File: src/rtl/lc3_controller.sv
// Pipeline sequencer for a 4-stage LC-3 core: fills the pipe, stalls on instruction
// misses, sequences data-memory accesses and inserts branch bubbles.
module lc3_controller #(
    parameter int BR_BUBBLES = 3
) (
    input  logic        clock,
    input  logic        reset,
    input  logic        complete_instr,
    input  logic        complete_data,
    input  logic [15:0] IR,
    input  logic [15:0] IR_Exec,
    input  logic [2:0]  NZP,
    output logic        enable_fetch,
    output logic        enable_decode,
    output logic        enable_execute,
    output logic        enable_writeback,
    output logic        enable_updatePC,
    output logic        br_taken,
    output logic [1:0]  mem_state
);

    typedef enum logic [1:0] {FILL, RUN, MEM, CTRL} state_t;

    localparam logic [1:0] MS_READ  = 2'd0;
    localparam logic [1:0] MS_IND   = 2'd1;
    localparam logic [1:0] MS_WRITE = 2'd2;
    localparam logic [1:0] MS_IDLE  = 2'd3;
    localparam logic [2:0] BUBBLE_LOAD = 3'(BR_BUBBLES - 1);

    function automatic logic is_mem_op(input logic [3:0] op);
        case (op)
            4'b0010, 4'b0110, 4'b1010, 4'b0011, 4'b0111, 4'b1011: is_mem_op = 1'b1;
            default:                                              is_mem_op = 1'b0;
        endcase
    endfunction

    function automatic logic is_ctrl_op(input logic [3:0] op);
        is_ctrl_op = (op == 4'b0000) || (op == 4'b1100);
    endfunction

    state_t     state_q, state_d;
    logic       v_dec_q, v_dec_d, v_exe_q, v_exe_d, v_wb_q, v_wb_d;
    logic [2:0] cnt_q, cnt_d;
    logic [1:0] ms_d;
    logic       mem_load_q, mem_load_d;
    logic       ret_ctrl_q, ret_ctrl_d;
    logic       ctrl_jmp_q, ctrl_jmp_d;
    logic       exe_done_q, exe_done_d;
    logic       br_d;
    logic       en_fetch_d, en_dec_d, en_exe_d, en_wb_d, en_upc_d;

    logic       mem_hit;
    logic [1:0] first_ms;
    logic       unused_ir_bits;

    // A load/store stays in IR_Exec for one cycle after its access completes,
    // so exe_done keeps it from being launched a second time.
    assign mem_hit  = v_exe_q && !exe_done_q && is_mem_op(IR_Exec[15:12]);
    assign first_ms = (IR_Exec[15:14] == 2'b10) ? MS_IND :
                      (IR_Exec[12] ? MS_WRITE : MS_READ);
    assign unused_ir_bits = ^{IR[11:0], IR_Exec[8:0]};

    always_comb begin
        // NOTE: every variable gets a default here so no path can infer a latch.
        state_d    = state_q;
        v_dec_d    = v_dec_q;
        v_exe_d    = v_exe_q;
        v_wb_d     = v_wb_q;
        cnt_d      = cnt_q;
        ms_d       = mem_state;
        mem_load_d = mem_load_q;
        ret_ctrl_d = ret_ctrl_q;
        ctrl_jmp_d = ctrl_jmp_q;
        exe_done_d = 1'b0;
        br_d       = 1'b0;
        en_fetch_d = 1'b0;
        en_dec_d   = 1'b0;
        en_exe_d   = 1'b0;
        en_wb_d    = 1'b0;
        en_upc_d   = 1'b0;

        case (state_q)
            FILL: begin
                en_fetch_d = 1'b1;
                en_upc_d   = 1'b1;
                en_dec_d   = 1'b1;
                en_exe_d   = v_dec_q;
                en_wb_d    = v_exe_q;
                v_dec_d    = 1'b1;
                v_exe_d    = v_dec_q;
                v_wb_d     = v_exe_q;
                if (v_exe_q) state_d = RUN;
            end

            RUN, CTRL: begin
                if (mem_hit) begin
                    // The bubble count is left untouched so CTRL resumes where it stopped.
                    state_d    = MEM;
                    ms_d       = first_ms;
                    mem_load_d = !IR_Exec[12];
                    ret_ctrl_d = (state_q == CTRL);
                end else if (state_q == CTRL) begin
                    v_exe_d = v_dec_q;
                    v_wb_d  = v_exe_q;
                    en_dec_d = 1'b1;
                    en_exe_d = 1'b1;
                    en_wb_d  = 1'b1;
                    if (cnt_q == 3'd0) begin
                        br_d       = ctrl_jmp_q || (|(IR_Exec[11:9] & NZP));
                        en_fetch_d = 1'b1;
                        en_upc_d   = 1'b1;
                        v_dec_d    = 1'b1;
                        state_d    = RUN;
                    end else begin
                        cnt_d   = cnt_q - 3'd1;
                        v_dec_d = 1'b0;
                    end
                end else if (v_dec_q && is_ctrl_op(IR[15:12])) begin
                    state_d    = CTRL;
                    cnt_d      = BUBBLE_LOAD;
                    ctrl_jmp_d = (IR[15:12] == 4'b1100);
                    en_dec_d   = 1'b1;
                    en_exe_d   = 1'b1;
                    en_wb_d    = 1'b1;
                    v_dec_d    = 1'b0;
                    v_exe_d    = v_dec_q;
                    v_wb_d     = v_exe_q;
                end else if (complete_instr) begin
                    en_fetch_d = 1'b1;
                    en_dec_d   = 1'b1;
                    en_exe_d   = 1'b1;
                    en_wb_d    = 1'b1;
                    en_upc_d   = 1'b1;
                    v_dec_d    = 1'b1;
                    v_exe_d    = v_dec_q;
                    v_wb_d     = v_exe_q;
                end
            end

            MEM: begin
                if (complete_data) begin
                    if (mem_state == MS_IND) begin
                        ms_d = mem_load_q ? MS_READ : MS_WRITE;
                    end else begin
                        ms_d       = MS_IDLE;
                        en_wb_d    = mem_load_q;
                        exe_done_d = 1'b1;
                        state_d    = ret_ctrl_q ? CTRL : RUN;
                    end
                end
            end

            default: state_d = FILL;
        endcase
    end

    // NOTE: state registers use non-blocking assignments so every flop samples pre-edge values.
    always_ff @(posedge clock or negedge reset) begin
        if (!reset) begin
            state_q          <= FILL;
            v_dec_q          <= 1'b0;
            v_exe_q          <= 1'b0;
            v_wb_q           <= 1'b0;
            cnt_q            <= 3'd0;
            mem_state        <= MS_IDLE;
            mem_load_q       <= 1'b0;
            ret_ctrl_q       <= 1'b0;
            ctrl_jmp_q       <= 1'b0;
            exe_done_q       <= 1'b0;
            br_taken         <= 1'b0;
            enable_fetch     <= 1'b1;
            enable_decode    <= 1'b0;
            enable_execute   <= 1'b0;
            enable_writeback <= 1'b0;
            enable_updatePC  <= 1'b1;
        end else begin
            state_q          <= state_d;
            v_dec_q          <= v_dec_d;
            v_exe_q          <= v_exe_d;
            v_wb_q           <= v_wb_d;
            cnt_q            <= cnt_d;
            mem_state        <= ms_d;
            mem_load_q       <= mem_load_d;
            ret_ctrl_q       <= ret_ctrl_d;
            ctrl_jmp_q       <= ctrl_jmp_d;
            exe_done_q       <= exe_done_d;
            br_taken         <= br_d;
            enable_fetch     <= en_fetch_d;
            enable_decode    <= en_dec_d;
            enable_execute   <= en_exe_d;
            enable_writeback <= en_wb_d;
            enable_updatePC  <= en_upc_d;
        end
    end

endmodule

File: config.mk
export PLATFORM = sky130hd
export DESIGN_NAME = lc3_controller
export DESIGN_NICKNAME = d
export VERILOG_FILES = /design/src/rtl/lc3_controller.sv
export SDC_FILE = /design/constraint.sdc
export NUM_CORES = 1
export LEC_CHECK = 0
export CAP_MARGIN = 20
export CORE_MARGIN = 4
export CORE_UTILIZATION = 42
export CTS_CLUSTER_SIZE = 8
export DETAILED_ROUTE_END_ITERATION = 16
export PLACE_DENSITY_LB_ADDON = 0.08
export SYNTH_ARGS = -nofsm -noshare
export SYNTH_HDL_FRONTEND = slang
export SYNTH_SLANG_ARGS = --single-unit
File: constraint.sdc
create_clock -name clock -period 2.79 [get_ports clock]
set_input_delay 0.558 -clock clock [delete_from_list [all_inputs] [get_ports clock]]
set_output_delay 0.558 -clock clock [all_outputs]
set_load 0.005 [all_outputs]
---- Yosys cells after proc, flatten, opt, wreduce, memory -nomap -nowiden ----
Index checks and enable logic that the tools add are counted.
word-level totals
  register bits ........................... 18
  bits in latches ......................... 0
  bits in writable memories ............... 0
  ROM bits ................................ 0
  bits of input ports ..................... 39
  word-level logic and storage cells ...... 112
  memories kept ........................... 0
cells by class
  add/sub/neg operators ................... 1
  multiply operators ...................... 0
  div/mod/pow operators ................... 0
  $lt $le $gt $ge ......................... 0
  equal/unequal tests ..................... 21
  shifts and indexed selects .............. 0
  multiplexer cells ....................... 51
  bitwise gates (word level) .............. 3
  reduce and logical (&&, ||, !) cells .... 22
operators with widths
  operator                                       number
  two-way mux 2 bit                              14
  two-way mux 1 bit                              26
  == test 4 bit, second input constant           3
  != test 2 bit, second input constant           6
  != test 4 bit, second input constant           3
  one-hot mux 1 bit (2 select lines)             5
  two-way mux 3 bit                              3
  == test 4 x 2 -> 1 bit, second input constant  2
  == test 4 x 3 -> 1 bit, second input constant  2
  AND reduction 4 bit                            2
  == test 2 bit, second input constant           3
  one-hot mux 2 bit (3 select lines)             1
  AND reduction 3 bit                            2
  nonzero test 2 bit                             3
  OR reduction 6 bit                             1
  AND reduction 5 bit                            1
  == test 2 x 1 -> 1 bit, second input constant  2
  zero test 4 bit                                1
  one-hot mux 2 bit (2 select lines)             1
  bitwise AND 3 bit                              1
  logical AND 1 bit                              3
  zero test 3 bit                                1
  one-hot mux 1 bit (3 select lines)             1
  OR reduction 3 bit                             1
  7 further kinds                                10

---- Longest topological paths before layout ----
Gate-level depths: netlist (run 1).
  depth in word-level cells ............... 7
  depth in mapped cells ................... 7
  gate-level depth less buffers ........... 7

---- Worst setup path before layout (run 1) ----
OpenSTA, ideal clock, no wires.
  kind .................................... input to register
  start ................................... input IR_Exec[13]
  end ..................................... register ctrl_jmp_q
  library setup time ...................... 0.128 ns
  data arrival time ....................... 1.476 ns
  slack ................................... 1.186 ns
  stages on the path ...................... 4
  path buffers ............................ 0
  cell sequence ........................... nor2b_1 -> a31o_2 -> nor3_1 -> mux2_1
on the way
  longest elaborated chain between the ends .. 6
  elaborated cells on any way between the ends .. 11
  those cells by class .................... eq/ne: 6; mux: 1; bitwise: 1; reduce/logical: 3
ends and longest elaborated chain
  item                                                  line  source
  start, declared                                       11    input logic [15:0] IR_Exec,
  == test 4 x 2 -> 1 bit, or another cell as far along  31    case (op)
  OR reduction 6 bit (*)                                31
  two-way mux 1 bit (*)                                 31
  logical AND 1 bit (*)                                 58    assign mem_hit = v_exe_q && !exe_done_q && is_mem_op(IR_Exec[15:12]);
  NOT 1 bit (no source line) (*)                        --
  AND reduction 4 bit (no source line) (*)              --
  end signal, assigned                                  185   ctrl_jmp_q <= ctrl_jmp_d;
  end, declared                                         47    logic ctrl_jmp_q, ctrl_jmp_d;
Mark *: on every way between the ends. The rest lies on a longest branch, timed or not.
A chain may end at the register's enable or synchronous reset.

---- Worst setup path in the final report (run 1) ----
  start ................................... register mem_state[0]
  end ..................................... output mem_state[0]
RTL lines
  item                    line  source
  start, declared         19    output logic [1:0] mem_state
  start signal, assigned  182   mem_state <= ms_d;
No word-level cell between the ends.

==> results.json, run 1 <==
{
  "clockBufferDepth": 2,
  "grtUsageTotal_pct": 15.01,
  "tns_ns": 0,
  "syn-cell-area_um2": 924.6,
  "synthesis.instances": 89,
  "drt_iter0_drc": 15,
  "cp_top_family": "flip-flops",
  "grt-busiest-layer": "met2",
  "start_util_pct": 45.73,
  "layout-drive-gt1-share_pct": 11.30,
  "critPathMaxStageDelay_ns": 0.56,
  "top_regs": "cnt_q: 3 flops, mem_state: 2 flops, state_q: 2 flops",
  "synth_seq_cells": 18,
  "yosys.area.top_type_share_pct": 40.60,
  "p_clk_share_pct": 11.3,
  "yosysMostFrequentCell": "dfrtp_1",
  "status": "finished, final reports clean",
  "power_frac_seq_pct": 43.6,
  "use_met1_pct": 19.83,
  "hold_violations": 0,
  "num_io_pins": 47,
  "cp_data_required_time_ns": 2.23,
  "async_flop_share_pct": 100.0,
  "rows": 16,
  "layout.nets": 157,
  "synth_cell_types": 38,
  "ant_nets": 0,
  "worst_slew_pin_slew_ns": 0.7942,
  "period_share_pct": 68.11,
  "antenna_cells": 0,
  "yosysTopAreaCell": "dfrtp_1",
  "vias_per_cell": 5.324,
  "synthTopCellsByArea": "dfrtp_1 41%, dfstp_2 8.5%, mux2_1 3.7%",
  "fin_crit_ns": 1.900,
  "cts_made_buffers": 3,
  "first_global_vias": 698,
  "synth-edff-count": 0,
  "crit_path_end_kind": "output pin",
  "cts_setup_buffers": 0,
  "syn_to_final_growth_pct": 31.66,
  "postRouteWirelength_um": 1894,
  "drv_slew": 0,
  "antenna_found_initial": 0,
  "cp-start-kind": "flop",
  "rsz0062_at_grt": "false",
  "critical_path_class": "flop to output pin",
  "htreeDepth": 1,
  "path_cells": "clkdlybuf4s50_1",
  "grt_overflow": 0,
  "wl_per_cell_um": 13.34,
  "largest_reg_flops": 3,
  "post_cts_resized": 0,
  "p_sw_mw": 0.4189,
  "skew_ns": 0.009647,
  "dp_hpwl_um": 1430,
  "path_clk_slew_ns": 0.10,
  "hold_path_class": "flop to flop",
  "maxCapViolCount": 0,
  "place.port_buffers": 25,
  "cts.sinks": 18,
  "ys_seq_area_share_pct": 49.12,
  "grt_util_met2_pct": 23.43,
  "p_per_area_nw_per_um2": 951.2,
  "fp.dieW_um": 54.92,
  "clk_latency_ns": 0.29,
  "crit_arrival_ns": 1.34,
  "dr.pass1.iters": 4,
  "die_area_um2": 3016,
  "p_leak_nw": 0.5122,
  "crit_fanout": 4,
  "ys.warnings.count": 0,
  "path_buf_inv": 1,
  "power.share.switching_pct": 36.18,
  "cts_tree": "yes",
  "vias": 756,
  "core_um2": 2022,
  "ir_drop_mv": 0.6141,
  "crit_slowest_cell": "dfstp_2",
  "fmax_mhz": 526.2,
  "drcViolationCount": 0,
  "cts-root-buf": "clkbuf_4",
  "yosys_most_used_dff": "dfrtp_1",
  "max_slew_margin_pct": 46.89,
  "holdWs_ns": 0.4923,
  "fp.dieH_um": 54.92,
  "regMostFlops": "cnt_q",
  "gp_congestion": 0.8069,
  "cts_hold_buf": 0,
  "combPwrFrac_pct": 45.0,
  "setup_viol": 0,
  "use_met3_pct": 4.826,
  "grt_max_degree": 19,
  "synth_commonest_cells": "15 x dfrtp_1, 7 x inv_1, 7 x nand2_1",
  "avgSynthCellArea_um2": 10.39,
  "fillers": 180,
  "p_int_mw": 0.7390,
  "grt_pass1_wl_um": 3215,
  "synth.net_count": 130
}
worst paths after layout:
check / end / slack [ns] / startpoint / cells after the start
min in group asynchronous: v_dec_q$_DFFE_PN0P_ / 0.72 / reset / 1
setup reg to reg: ctrl_jmp_q$_DFFE_PN0P_ / 1.08 / state_q[0]$_DFFE_PN0P_ / 4
hold / removal: ret_ctrl_q$_DFFE_PN0P_ / 0.49 / ret_ctrl_q$_DFFE_PN0P_ / 2
max in group asynchronous: v_exe_q$_DFFE_PN0P_ / 1.57 / reset / 1
hold reg to reg: ret_ctrl_q$_DFFE_PN0P_ / 0.49 / ret_ctrl_q$_DFFE_PN0P_ / 2
setup / recovery: mem_state[0] / 0.89 / mem_state[0]$_DFFE_PN1P_ / 1
placed cells by master (no fill, tap or decap), types with 2 or more instances in the layout:
cell type        count
a41oi_1              2
nand2_1              7
nor2b_1              3
clkbuf_4             3
dfrtp_1             15
clkdlybuf4s50_1     25
nand2b_1             2
ha_1                 2
nand3_1              4
dfstp_2              3
mux2_1               3
nor2_1               3
a21oi_1              4
nor3_1               2
o21ai_0              5
inv_1                7
o21a_1               3
stage by stage:
step / util (%) / instances / power (mW) / setup WS [ns] / cell area (um^2)
floorplan: - / 89 / 0.8369 / 1.186 / 924.6
global placement: 58.91 / 138 / 1.020 / 0.6342 / 1191
detailed placement: 58.91 / 138 / 1.031 / 0.6122 / 1191
CTS: 60.21 / 142 / 1.170 / 0.8785 / 1217
global route: 60.21 / 142 / 1.278 / 0.8243 / 1217
finish: 60.21 / 142 / 1.158 / 0.8896 / 1217
layout make-up:
class                           instances  area, um^2  share of cell area [%]
Sequential cell                        18       454.2                   37.31
Multi-Input combinational cell         61       426.7                   35.05
Inverter                                7       26.28                   2.158
Tap cell                               27       33.78                   2.775
Timing Repair Buffer                   25       250.2                   20.55
Clock buffer                            4       26.28                   2.158
layer usage:
layer	vias to the layer above	wire length (um)
li1	376	-
met1	360	864
met2	18	895
met3	2	123
met4	0	11
met5	-	0
power by group through the flow:
stage | logic (mW) | registers, mW | clock network [mW]
4_1_cts | 0.529 | 0.503 | 0.138
5_1_grt | 0.600 | 0.527 | 0.151
2_1_floorplan | 0.372 | 0.465 | 0
3_5_place_dp | 0.523 | 0.508 | 0
6_report | 0.521 | 0.505 | 0.131
3_3_place_gp | 0.516 | 0.504 | 0
logic make-up (layout without fill, tap and decap cells):
kind of cell / count (synthesis) / after routing / share of synthesized area, %
AO/OA/AOI/OAI: 28 / 28 / 22.33
XOR/XNOR: 1 / 1 / 0.9474
adder cells (fa/ha/maj): 2 / 2 / 2.706
buffers and inverters: 10 / 36 / 4.737
flip-flops: 18 / 18 / 49.12
multiplexers: 4 / 4 / 5.277
AND/OR/NAND/NOR: 26 / 26 / 14.89
Power figures use the tool's default switching activity.
==> inputs of run 2 (changes only) <==
--- a/config.mk
+++ b/config.mk
@@ -6,8 +6,9 @@
 export NUM_CORES = 1
 export LEC_CHECK = 0
 export CAP_MARGIN = 20
+export CORE_ASPECT_RATIO = 2
 export CORE_MARGIN = 4
-export CORE_UTILIZATION = 42
+export CORE_UTILIZATION = 35
 export CTS_CLUSTER_SIZE = 8
 export DETAILED_ROUTE_END_ITERATION = 16
 export PLACE_DENSITY_LB_ADDON = 0.08
==> constraint.sdc (replaced) <==
create_clock -name clock -period 1.7 [get_ports clock]
set_input_delay 0.34 -clock clock [delete_from_list [all_inputs] [get_ports clock]]
set_output_delay 0.34 -clock clock [all_outputs]
set_load 0.005 [all_outputs]
==> results.json, run 2 (synthesized netlist as in run 1, its figures left out) <==
{
  "status": "finished, final reports clean",
  "rsz0062_at_grt": "true",
  "antenna_cells": 0,
  "setup_viol": 0,
  "rows": 26,
  "crit_arrival_ns": 1.31,
  "p_leak_nw": 0.5675,
  "fillers": 251,
  "drcViolationCount": 0,
  "vias": 795,
  "clk_latency_ns": 0.25,
  "vias_per_cell": 5.265,
  "cts_tree": "yes",
  "num_io_pins": 47,
  "syn_to_final_growth_pct": 42.90,
  "p_per_area_nw_per_um2": 1644,
  "cts_hold_buf": 0,
  "ant_nets": 0,
  "grt_pass1_wl_um": 3450,
  "fin_area_um2": 1321,
  "place_worst_setup_slack_ns": -0.2343,
  "cts_setup_buffers": 0,
  "critPathMaxStageDelay_ns": 0.55,
  "path_cells": "clkdlybuf4s50_1",
  "worst_slew_pin_slew_ns": 0.3335,
  "final_cell_mix": "25 x clkdlybuf4s50_1, 15 x dfrtp_1, 8 x buf_4",
  "place.port_buffers": 25,
  "cts_made_buffers": 3,
  "clockBufferDepth": 2,
  "first_global_vias": 824,
  "crit_slowest_cell": "dfstp_2",
  "largest_reg_flops": 3,
  "grtUsageTotal_pct": 13.09,
  "holdWs_ns": 0.4115,
  "top_regs": "cnt_q: 3 flops, mem_state: 2 flops, state_q: 2 flops",
  "layout.nets": 165,
  "path_buf_inv": 1,
  "fin_crit_ns": 1.645,
  "htreeDepth": 1,
  "fmax_mhz": 607.7,
  "wl_per_cell_um": 13.99,
  "hold_path_class": "primary input to async pin",
  "grt_max_degree": 19,
  "grt_overflow": 0,
  "path_clk_slew_ns": 0.07,
  "drv_slew": 0,
  "max_slew_margin_pct": 77.72,
  "hold_violations": 0,
  "postRouteWirelength_um": 2112,
  "cp-start-kind": "flop",
  "fp.dieW_um": 44.35,
  "cp_data_required_time_ns": 1.36,
  "start_util_pct": 36.44,
  "cts.sinks": 18,
  "critical_path_class": "flop to output pin",
  "fp.dieH_um": 80.69,
  "crit_path_end_kind": "output pin",
  "ir_drop_mv": 0.9802,
  "placement.cell_area_um2": 1252,
  "regMostFlops": "cnt_q",
  "core_um2": 2537,
  "skew_ns": 0.003371,
  "crit_fanout": 4,
  "drt_iter0_drc": 9,
  "die_area_um2": 3578,
  "antenna_found_initial": 0,
  "period_share_pct": 96.79,
  "gp_congestion": 0.7956,
  "cts-root-buf": "clkbuf_8",
  "layout_commonest_cell": "clkdlybuf4s50_1",
  "tns_ns": 0,
  "layout-drive-gt1-share_pct": 18.70,
  "dp_hpwl_um": 1738,
  "utilization_pct": 52.07,
  "dr.pass1.iters": 3,
  "worst_slack_ns": 0.05458,
  "cp_top_family": "flip-flops",
  "maxCapViolCount": 0
}
==> run 2: cell count changes in the layout (fill, tap and decap cells not counted) <==
cell      before  now
a31o_2         1    0
clkbuf_1       1    0
a31o_4         0    1
clkbuf_8       0    4
clkbuf_4       3    0
nor3_2         0    1
nor3_1         2    1
buf_4          0    8
==> run 2: through the flow <==
step | instances | power, mW
finish | 151 | 2.172
global route | 151 | 2.346
CTS | 151 | 2.188
detailed placement | 147 | 1.834
global placement | 147 | 1.818
floorplan | 89 | 1.373
==> run 2: metal layers <==
| metal | up-vias | global-route usage [%] | wire length [um] |
|---|---|---|---|
| met2 | 18 | 25.29 | 1230 |
| met3 | 6 | 2.691 | 83 |
| met5 | - | 0 | 0 |
| li1 | 388 | - | - |
| met1 | 383 | 12.32 | 748 |
| met4 | 0 | 5.740 | 51 |
==> run 2: area by class of cell <==
cell class | count | area [um^2] | share of cell area (%)
clock buffer | 4 | 55.05 | 4.167
inverter | 7 | 26.28 | 1.989
multi-input combinational | 61 | 440.4 | 33.33
sequential | 18 | 454.2 | 34.37
tap | 28 | 35.03 | 2.652
timing repair buffer | 33 | 310.3 | 23.48
==> run 2: timing repair <==
action,4_1_cts,5_1_grt
setup endpoints to repair,0,2
gates resized for setup,0,2
endpoints found under the hold margin,0,0
==> run 2: final timing paths <==
| kind | from | to | slack, ns | cells past startpoint |
|---|---|---|---|---|
| max | mem_state[0]$_DFFE_PN1P_ | mem_state[0] | 0.05 | 1 |
| min | reset | mem_load_q$_DFFE_PN0P_ | 0.41 | 2 |
| max reg2reg | cnt_q[0]$_DFFE_PN0P_ | cnt_q[2]$_DFFE_PN0P_ | 0.10 | 7 |
| min reg2reg | cnt_q[2]$_DFFE_PN0P_ | cnt_q[2]$_DFFE_PN0P_ | 0.49 | 1 |
| max in group asynchronous | reset | enable_updatePC$_DFF_PN1_ | 1.02 | 2 |
| min in group clock | cnt_q[2]$_DFFE_PN0P_ | cnt_q[2]$_DFFE_PN0P_ | 0.49 | 1 |
==> run 2: power by group <==
part	switching (mW)	total, mW	internal (mW)	leakage, nW
combinational	0.477	1.06	0.579	0.326
sequential	0.133	0.774	0.641	0.212
clock	0.136	0.342	0.206	0.0288
==> inputs of run 3 (changes only) <==
--- a/config.mk
+++ b/config.mk
@@ -6,12 +6,12 @@
 export NUM_CORES = 1
 export LEC_CHECK = 0
 export CAP_MARGIN = 20
-export CORE_ASPECT_RATIO = 2
 export CORE_MARGIN = 4
 export CORE_UTILIZATION = 35
 export CTS_CLUSTER_SIZE = 8
 export DETAILED_ROUTE_END_ITERATION = 16
 export PLACE_DENSITY_LB_ADDON = 0.08
+export SLEW_MARGIN = 20
 export SYNTH_ARGS = -nofsm -noshare
 export SYNTH_HDL_FRONTEND = slang
 export SYNTH_SLANG_ARGS = --single-unit
==> results.json, run 3 (synthesized netlist as in run 1, its figures left out) <==
{
  "fin_area_um2": 1338,
  "crit_fanout": 3,
  "vias": 803,
  "antenna_cells": 0,
  "num_io_pins": 47,
  "core_um2": 2500,
  "hold_violations": 0,
  "ant_nets": 0,
  "largest_reg_flops": 3,
  "p_per_area_nw_per_um2": 1569,
  "layout_commonest_cell": "clkdlybuf4s50_1",
  "period_share_pct": 91.15,
  "worst_slew_pin_slew_ns": 0.4296,
  "htreeDepth": 1,
  "clockBufferDepth": 2,
  "crit_path_end_kind": "flop",
  "cp_data_required_time_ns": 1.89,
  "fp.dieW_um": 59.40,
  "wl_per_cell_um": 12.82,
  "drcViolationCount": 0,
  "p_leak_nw": 0.6195,
  "setup_viol": 0,
  "vias_per_cell": 5.082,
  "top_regs": "cnt_q: 3 flops, mem_state: 2 flops, state_q: 2 flops",
  "skew_ns": 0.002246,
  "clk_latency_ns": 0.30,
  "status": "finished, final reports clean",
  "max_slew_margin_pct": 71.36,
  "placedCellCount": 152,
  "worst_slack_ns": 0.1504,
  "die_area_um2": 3528,
  "drv_slew": 0,
  "layout-drive-gt1-share_pct": 21.88,
  "cts-root-buf": "clkbuf_4",
  "ir_drop_mv": 0.8769,
  "first_global_vias": 814,
  "rows": 18,
  "crit_arrival_ns": 1.74,
  "dr.pass1.iters": 4,
  "grt_max_degree": 15,
  "layout.nets": 170,
  "fillers": 231,
  "maxCapViolCount": 0,
  "critical_path_class": "flop to flop",
  "postRouteWirelength_um": 2026,
  "start_util_pct": 36.99,
  "ff2ff_path_depth": 7,
  "layoutNonFillerInstCount": 158,
  "fmax_mhz": 645.3,
  "cts_made_buffers": 3,
  "gp_congestion": 0.8239,
  "placement.cell_area_um2": 1277,
  "regMostFlops": "cnt_q",
  "r2r_slack_ns": 0.15,
  "cts_tree": "yes",
  "grt_pass1_wl_um": 3594,
  "fp.dieH_um": 59.40,
  "syn_to_final_growth_pct": 44.65,
  "cp-start-kind": "flop",
  "utilization_pct": 53.50,
  "dp_hpwl_um": 1576,
  "antenna_found_initial": 0,
  "path_clk_slew_ns": 0.11,
  "place_worst_setup_slack_ns": -0.1810,
  "cts.sinks": 18,
  "rsz0062_at_grt": "false",
  "grtUsageTotal_pct": 13.57,
  "grt_overflow": 0,
  "place.port_buffers": 25,
  "fin_crit_ns": 1.550,
  "drt_iter0_drc": 20,
  "tns_ns": 0,
  "final_cell_mix": "21 x clkdlybuf4s50_1, 15 x dfrtp_1, 13 x buf_4",
  "cts_hold_buf": 0,
  "hold_path_class": "primary input to async pin"
}
run 3: power by group:
group | switching [mW] | internal, mW
sequential | 0.141 | 0.638
combinational | 0.458 | 0.589
clock | 0.141 | 0.131
total | 0.741 | 1.36
run 3: repair_timing:
item,in CTS,in global routing
gates resized for setup,1,4
setup endpoints to repair,4,5
setup buffers,2,0
run 3: critical path, cell delays in order (launching register included):
cell,delay (ns)
dfrtp_1,0.38
inv_1,0.05
ha_1,0.19
ha_1,0.22
nor2b_2,0.14
a41oi_1,0.06
or2_1,0.27
o2bb2ai_1,0.14
run 3: worst paths after layout:
check / from / end
worst min register to register: ctrl_jmp_q$_DFFE_PN0P_ / ctrl_jmp_q$_DFFE_PN0P_
min in group clock: ctrl_jmp_q$_DFFE_PN0P_ / ctrl_jmp_q$_DFFE_PN0P_
worst max-delay path: cnt_q[0]$_DFFE_PN0P_ / cnt_q[2]$_DFFE_PN0P_
worst max register to register: cnt_q[0]$_DFFE_PN0P_ / cnt_q[2]$_DFFE_PN0P_
max in group asynchronous: reset / cnt_q[1]$_DFFE_PN0P_
worst min-delay path: reset / enable_writeback$_DFF_PN0_
run 3: through the flow:
step	hold slack (ns)	total power, mW
floorplan	0.04441	1.373
global placement	0.4704	1.803
detailed placement	0.4755	1.820
finish	0.3009	2.099
CTS	0.3052	2.123
global route	0.3187	2.288
run 3: layout make-up:
type | count | area [um^2] | share of cell area, %
clock buffers | 4 | 36.28 | 2.713
inverters | 7 | 26.28 | 1.964
multi-input cells | 61 | 429.2 | 32.09
flip-flops and latches | 18 | 454.2 | 33.96
well taps | 30 | 37.54 | 2.806
repair buffers | 38 | 354.1 | 26.47
run 3: metal layers:
layer  up-vias  GRT usage [%]  wire (um)
met2        22          21.68        973
met4         0          3.560         16
met1       377          17.46        886
met5         -              0          0
met3         2          4.575        150
li1        402              -          -
